`config.mk`:
```
export PLATFORM = sky130hd
export DESIGN_NAME = key_search_scheduler_flat
export DESIGN_NICKNAME = d
export VERILOG_FILES = /design/src/rtl/key_search_if.sv /design/src/rtl/key_search_scheduler.sv /design/src/flat_wrapper.sv
export SDC_FILE = /design/constraint.sdc
export NUM_CORES = 1
export LEC_CHECK = 0
export CAP_MARGIN = 20
export CORE_AREA = 2 2 106 108
export CTS_CLUSTER_DIAMETER = 40
export DETAILED_ROUTE_END_ITERATION = 7
export DIE_AREA = 0 0 108 110
export PLACE_DENSITY = 0.88
export SYNTH_ARGS = -nofsm -noshare
export SYNTH_HDL_FRONTEND = slang
export SYNTH_SLANG_ARGS = --single-unit
export TNS_END_PERCENT = 20
```
`constraint.sdc`:
```
create_clock -name clk -period 7.61 [get_ports clk]
set_input_delay 1.1415 -clock clk [delete_from_list [all_inputs] [get_ports clk]]
set_output_delay 1.1415 -clock clk [all_outputs]
set_load 0.02 [all_outputs]
```
`src/rtl/key_search_if.sv`:
```
// Scheduler <-> key-search-core bus: work grants, broadcast halt and key-hit reporting.
// master = scheduler side, slave = core side.
interface key_search_if #(
    parameter int NUM_CORES = 4
) ();
    logic [NUM_CORES-1:0]    core_req;
    logic [NUM_CORES-1:0]    core_grant;
    logic [23:0]             core_base;
    logic [23:0]             core_last;
    logic                    core_halt;
    logic [NUM_CORES-1:0]    core_hit;
    logic [24*NUM_CORES-1:0] core_hit_key;

    modport master (
        input  core_req, core_hit, core_hit_key,
        output core_grant, core_base, core_last, core_halt
    );

    modport slave (
        output core_req, core_hit, core_hit_key,
        input  core_grant, core_base, core_last, core_halt
    );
endinterface

```
`src/rtl/key_search_scheduler.sv`:
```
// Round-robin chunk dispatcher for the 22-bit RC4 key search; halts all cores on the first hit.
// Optional feature macro: KEY_SEARCH_PROGRESS_EN enables the saturating chunks_granted counter.
module key_search_scheduler #(
    parameter int          NUM_CORES  = 4,
    parameter int          CHUNK_LOG2 = 10,
    parameter logic [23:0] KEY_MAX    = 24'h3FFFFF
) (
    input  logic        clk,
    input  logic        reset,
    input  logic        start,
    output logic        busy,
    output logic        done,
    output logic        found,
    output logic [23:0] found_key,
    output logic [2:0]  found_core,
    output logic [12:0] chunks_granted,
    key_search_if.master bus
);
    typedef enum logic [2:0] {
        IDLE     = 3'd0,
        DISPATCH = 3'd1,
        DRAIN    = 3'd2,
        HALT     = 3'd3,
        DONE     = 3'd4
    } state_t;

    localparam logic [24:0] CHUNK_SIZE = 25'd1 << CHUNK_LOG2;
    localparam logic [24:0] CHUNK_MASK = CHUNK_SIZE - 25'd1;

    state_t                 state_r, state_s;
    logic [24:0]            next_base_r;
    logic [2:0]             rr_ptr_r;
    logic [NUM_CORES-1:0]   core_grant_r;
    logic [23:0]            core_base_r, core_last_r;
    logic                   found_r;
    logic [23:0]            found_key_r;
    logic [2:0]             found_core_r;
    logic                   busy_r, done_r, core_halt_r;
    logic                   busy_s, done_s, core_halt_s;

    logic [7:0]             elig8_s, hit8_s, onehot8_s;
    logic [3:0]             scan_idx_s;
    logic                   pick_valid_s;
    logic [2:0]             pick_idx_s, hit_idx_s, rr_next_s;
    logic                   hit_any_s, all_idle_s;
    logic [23:0]            hit_keys_s [8];
    logic [24:0]            last_full_s;
    logic [23:0]            chunk_last_s;
    logic                   is_last_chunk_s;
    logic                   start_take_s, hit_take_s, grant_fire_s;

    // Request/hit decode; the previous grant is masked so no core is granted twice in a row.
    always_comb begin
        elig8_s = 8'd0;
        hit8_s  = 8'd0;
        elig8_s[NUM_CORES-1:0] = bus.core_req & ~core_grant_r;
        hit8_s[NUM_CORES-1:0]  = bus.core_hit;
        for (int i = 0; i < 8; i++) begin
            hit_keys_s[i] = (i < NUM_CORES) ? bus.core_hit_key[24*i +: 24] : 24'd0;
        end
        hit_any_s  = |bus.core_hit;
        all_idle_s = &bus.core_req;
    end

    // Round-robin pick (downward scan so the entry nearest rr_ptr wins) and lowest-index hit.
    always_comb begin
        pick_idx_s = 3'd0;
        scan_idx_s = 4'd0;
        for (int k = NUM_CORES - 1; k >= 0; k--) begin
            scan_idx_s = {1'b0, rr_ptr_r} + 4'(k);
            scan_idx_s = (scan_idx_s >= 4'(NUM_CORES)) ? scan_idx_s - 4'(NUM_CORES) : scan_idx_s;
            pick_idx_s = elig8_s[scan_idx_s[2:0]] ? scan_idx_s[2:0] : pick_idx_s;
        end
        pick_valid_s = |elig8_s;
        rr_next_s    = (pick_idx_s == 3'(NUM_CORES - 1)) ? 3'd0 : pick_idx_s + 3'd1;
        onehot8_s    = 8'd1 << pick_idx_s;
        hit_idx_s    = 3'd0;
        for (int i = 7; i >= 0; i--) begin
            hit_idx_s = hit8_s[i] ? 3'(i) : hit_idx_s;
        end
    end

    // Chunk bounds, clipped to the end of the key space.
    always_comb begin
        last_full_s     = next_base_r + CHUNK_MASK;
        chunk_last_s    = (last_full_s > {1'b0, KEY_MAX}) ? KEY_MAX : last_full_s[23:0];
        is_last_chunk_s = (chunk_last_s == KEY_MAX);
        start_take_s    = ((state_r == IDLE) || (state_r == DONE)) && start;
        hit_take_s      = ((state_r == DISPATCH) || (state_r == DRAIN)) && hit_any_s;
        grant_fire_s    = (state_r == DISPATCH) && pick_valid_s && !hit_any_s;
    end

    // State register plus registered status outputs.
    always_ff @(posedge clk or posedge reset) begin
        if (reset) begin
            state_r     <= IDLE;
            busy_r      <= 1'b0;
            done_r      <= 1'b0;
            core_halt_r <= 1'b0;
        end else begin
            state_r     <= state_s;
            busy_r      <= busy_s;
            done_r      <= done_s;
            core_halt_r <= core_halt_s;
        end
    end

    // Next-state logic; a hit pre-empts any grant in the same cycle.
    always_comb begin
        state_s = state_r;
        case (state_r)
            IDLE:     state_s = start ? DISPATCH : IDLE;
            DONE:     state_s = start ? DISPATCH : DONE;
            DISPATCH: begin
                if (hit_any_s) state_s = HALT;
                else if (grant_fire_s && is_last_chunk_s) state_s = DRAIN;
                else state_s = DISPATCH;
            end
            DRAIN: begin
                if (hit_any_s) state_s = HALT;
                else if (all_idle_s) state_s = DONE;
                else state_s = DRAIN;
            end
            HALT:     state_s = all_idle_s ? DONE : HALT;
            default:  state_s = IDLE;
        endcase
    end

    // Status decode of the upcoming state, registered alongside it.
    always_comb begin
        busy_s      = 1'b0;
        done_s      = 1'b0;
        core_halt_s = 1'b0;
        case (state_s)
            DISPATCH, DRAIN: busy_s = 1'b1;
            HALT: begin
                busy_s      = 1'b1;
                core_halt_s = 1'b1;
            end
            DONE:    done_s = 1'b1;
            default: busy_s = 1'b0;
        endcase
    end

    // Grant, dispatch pointer and result registers.
    always_ff @(posedge clk or posedge reset) begin
        if (reset) begin
            core_grant_r <= '0;
            core_base_r  <= 24'd0;
            core_last_r  <= 24'd0;
            next_base_r  <= 25'd0;
            rr_ptr_r     <= 3'd0;
            found_r      <= 1'b0;
            found_key_r  <= 24'd0;
            found_core_r <= 3'd0;
        end else if (start_take_s) begin
            core_grant_r <= '0;
            next_base_r  <= 25'd0;
            rr_ptr_r     <= 3'd0;
            found_r      <= 1'b0;
            found_key_r  <= 24'd0;
            found_core_r <= 3'd0;
        end else if (hit_take_s) begin
            core_grant_r <= '0;
            found_r      <= 1'b1;
            found_key_r  <= hit_keys_s[hit_idx_s];
            found_core_r <= hit_idx_s;
        end else if (grant_fire_s) begin
            core_grant_r <= onehot8_s[NUM_CORES-1:0];
            core_base_r  <= next_base_r[23:0];
            core_last_r  <= chunk_last_s;
            next_base_r  <= next_base_r + CHUNK_SIZE;
            rr_ptr_r     <= rr_next_s;
        end else begin
            core_grant_r <= '0;
        end
    end

`ifdef KEY_SEARCH_PROGRESS_EN
    logic [12:0] chunks_r;

    // Saturating per-run grant counter.
    always_ff @(posedge clk or posedge reset) begin
        if (reset) chunks_r <= 13'd0;
        else if (start_take_s) chunks_r <= 13'd0;
        else if (grant_fire_s && (chunks_r != 13'h1FFF)) chunks_r <= chunks_r + 13'd1;
        else chunks_r <= chunks_r;
    end
    assign chunks_granted = chunks_r;
`else
    assign chunks_granted = 13'd0;
`endif

    assign busy           = busy_r;
    assign done           = done_r;
    assign found          = found_r;
    assign found_key      = found_key_r;
    assign found_core     = found_core_r;
    assign bus.core_grant = core_grant_r;
    assign bus.core_base  = core_base_r;
    assign bus.core_last  = core_last_r;
    assign bus.core_halt  = core_halt_r;
endmodule

```
`src/flat_wrapper.sv`:
```
// flat-port wrapper written by rule: the top's interface ports become plain ports
module key_search_scheduler_flat 
#(
    parameter int          NUM_CORES  = 4,
    parameter int          CHUNK_LOG2 = 10,
    parameter logic [23:0] KEY_MAX    = 24'h3FFFFF
)
  (clk, reset, start, busy, done, found, found_key, found_core, chunks_granted, bus_core_req, bus_core_hit, bus_core_hit_key, bus_core_grant, bus_core_base, bus_core_last, bus_core_halt);
  key_search_if #(.NUM_CORES(NUM_CORES)) bus_i ();
  input  logic clk;
  input  logic reset;
  input  logic start;
  output logic busy;
  output logic done;
  output logic found;
  output logic [23:0] found_key;
  output logic [2:0] found_core;
  output logic [12:0] chunks_granted;
  input wire logic [$bits(bus_i.core_req)-1:0] bus_core_req;
  input wire logic [$bits(bus_i.core_hit)-1:0] bus_core_hit;
  input wire logic [$bits(bus_i.core_hit_key)-1:0] bus_core_hit_key;
  output wire logic [$bits(bus_i.core_grant)-1:0] bus_core_grant;
  output wire logic [$bits(bus_i.core_base)-1:0] bus_core_base;
  output wire logic [$bits(bus_i.core_last)-1:0] bus_core_last;
  output wire logic [$bits(bus_i.core_halt)-1:0] bus_core_halt;
  assign bus_i.core_req = bus_core_req;
  assign bus_i.core_hit = bus_core_hit;
  assign bus_i.core_hit_key = bus_core_hit_key;
  assign bus_core_grant = bus_i.core_grant;
  assign bus_core_base = bus_i.core_base;
  assign bus_core_last = bus_i.core_last;
  assign bus_core_halt = bus_i.core_halt;
  key_search_scheduler #(.NUM_CORES(NUM_CORES), .CHUNK_LOG2(CHUNK_LOG2), .KEY_MAX(KEY_MAX)) u_core (.clk(clk), .reset(reset), .start(start), .busy(busy), .done(done), .found(found), .found_key(found_key), .found_core(found_core), .chunks_granted(chunks_granted), .bus(bus_i));
endmodule
```
==> results_dict.tcl <==
set metrics [dict create \
    fin_crit_ns 3.60 \
    synth_edf_count 0 \
    dp.cells 780 \
    antenna_cells 0 \
    drc 0 \
    start_util_pct 44.5 \
    post_cts.resized_instances 0 \
    synth-warning-count 0 \
    synth_top_area_share_pct 44.7 \
    whs_ns 0.472 \
    wire_per_inst_um 15.8 \
    finalSetupViolations 0 \
    place.gp.congestion 0.876 \
    drive_gt1_share_pct 8.66 \
    vias 4184 \
    clk_pin_slew_worst_paths_ns 0.09 \
    p_leak_nw 2.94 \
    ys_top_cells_by_area "dfrtp_1, mux4_2, nand2_1" \
    rows 38 \
    cpMaxStageDelayCell "nor2_2" \
    cp_cell_sequence "clkdlybuf4s50_1, nor4_4, nand2_1, nor2_2, a21boi_0, or3_1" \
    clock_sinks 85 \
    coreArea_mm2 0.0107 \
    fin_nets 767 \
    fin_cells 798 \
    dp_hpwl_um 9860 \
    synth-main-ff-cell "dfrtp_1" \
    start_kind "input pin" \
    fin_crit_sh_pct 47.3 \
    syn_area_mm2 0.00476 \
    crit_fanout 25 \
    grt_pass1_vias 4293 \
    port_buffers 178 \
    synth_cell_types 49 \
    hold_class "flip-flop to flip-flop" \
    h-tree-depth 3 \
    cts_made_buffers 9 \
    antenna_found_initial 0 \
    vias_per_cell 5.24 \
    p_per_area_mw_per_mm2 270 \
    grt_pass1_wl_um 20200 \
    rsz0062_at_grt "no" \
    clock_path_buffers 2 \
    cts_tree "built" \
    peakVddDrop_uv 172 \
    tns_ns 0 \
    yosys.cell_count.top_type "nand2_1" \
    worst_ep_required_time_ns 7.86 \
    ys_async_sr_fraction_pct 100 \
    tightest_slew_ns 1.01 \
    hold_viol 0 \
    crit_path_end_kind "flip-flop" \
    cts_root_buf "clkbuf_8" \
    cts_hold_buf 0 \
    areaGrowthSynthToFinish_pct 42.1 \
    synthTopCellsByCount "nand2_1, dfrtp_1, o21ai_0" \
    maxCapViolCount 0 \
    yosysSeqAreaShare_pct 44.7 \
    netlist_instances 494 \
    ys_ff_latch 85 \
    grt.total_usage_pct 21.8 \
    arrival_ns 3.85 \
    die_h_um 110 \
    die_area_mm2 0.0119 \
    skew_ns 0.0133 \
    maxSlewHeadroom_pct 32.5 \
    drt_wl_total_um 12600 \
    cts_setup_buffers 0 \
    cpPeakStageDelay_ns 0.77 \
    grt_remaining_overflow 0 \
    drt_iter0_markers 176 \
    synth_largest_area_cell "dfrtp_1" \
    final_max_slew_viol_count 0 \
    timing.fmax_mhz 278 \
    die_x_um 108 \
    avgSynthCellArea_um2 9.64 \
    outcome "complete, no violations" \
    grt_max_degree 86 \
    firstDrtPassIters 5 \
    antenna_left 0 \
    path_class "input pin to flip-flop" \
    io_pins 203 \
    clk_latency_ns 0.36 \
]
==> report_power, final <==
group / leakage (nW) / total [mW] / internal, mW / switching (mW)
combinational: 1.71 / 0.832 / 0.384 / 0.448
clock: 0.106 / 0.355 / 0.186 / 0.168
sequential: 1.12 / 0.641 / 0.553 / 0.0872
==> sequential cells by signal, indices dropped and copies added, names as in the netlist <==
| name | count |
|---|---|
| u_core.found_key | 24 |
| u_core.bus.core_last | 16 |
| u_core.next_base_r | 15 |
| u_core.bus.core_base | 14 |
| u_core.bus.core_grant | 4 |
| u_core.rr_ptr_r | 3 |
| u_core.state_r | 3 |
| u_core.found_core | 2 |
| u_core.bus.core_halt | 1 |
| u_core.busy | 1 |
| u_core.done | 1 |
| u_core.found | 1 |
==> final timing paths <==
path                                          from                  endpoint  slack (ns)  cells past startpoint
setup reg to reg                u_core.rr_ptr_r[1]        u_core.rr_ptr_r[0]        5.02                      9
hold reg to reg            u_core.bus.core_last[0]   u_core.bus.core_last[0]        0.47                      1
min in group asynchronous                    reset       u_core.found_key[3]        1.14                      3
setup / recovery                   bus_core_hit[1]         u_core.state_r[0]        4.01                      6
hold / removal             u_core.bus.core_last[0]   u_core.bus.core_last[0]        0.47                      1
max in group asynchronous                    reset  u_core.bus.core_grant[3]        5.87                      4
==> layer usage <==
metal  global-route usage [%]  vias up  wire, µm
li1                         -     1970         -
met1                     24.2     2013      4590
met2                     40.8      180      6940
met3                     4.94       21       748
met4                     7.97        0       305
met5                        0        -         0
==> logic make-up (layout without fill, tap and decap cells) <==
logic type	Yosys count	count (layout)	share of synthesized area (%)
buf+inv	68	209	8.33
compound gates	77	77	9.25
mux	31	31	12.8
other cells	1	24	0.0787
simple gates	216	216	21.4
flops	85	85	44.7
fa+ha+maj	7	7	1.84
xor+xnor	9	9	1.65
==> cells in the final DEF, fill, tap and decap left out, types with 9 or more instances in the layout <==
cell type and count:
mux4_2 24, nand2_1 125, dfrtp_1 85, conb_1 24, a21oi_1 10, nor2_1 25
clkdlybuf4s50_1 178, o21ai_0 50, clkbuf_8 9
==> critical path: cells and delay by family <==
family	cells	cell delay (ns)
buffers and inverters	1	0.54
AND/OR/NAND/NOR	4	1.91
AO/OA/AOI/OAI	1	0.25
==> stage by stage <==
stage	instance area [µm²]	power [mW]	setup WS, ns	utilization, %
floorplan	4850	1.15	4.28	-
finish	6770	1.83	4.01	63.3
global placement	6490	1.44	3.72	60.7
CTS	6710	1.84	4.05	62.8
detailed placement	6490	1.48	3.65	60.7
global route	6770	1.95	3.74	63.3
==> final cells by class <==
type / instances / area, µm²
Timing Repair Buffer: 184 / 1870
Tap cell: 140 / 175
Inverter: 9 / 35.0
Sequential cell: 85 / 2130
Clock inverter: 7 / 97.6
Clock buffer: 9 / 124
Multi-Input combinational cell: 364 / 2340
Fill cell: 843 / 3930
(Power assumes the default switching activity.)
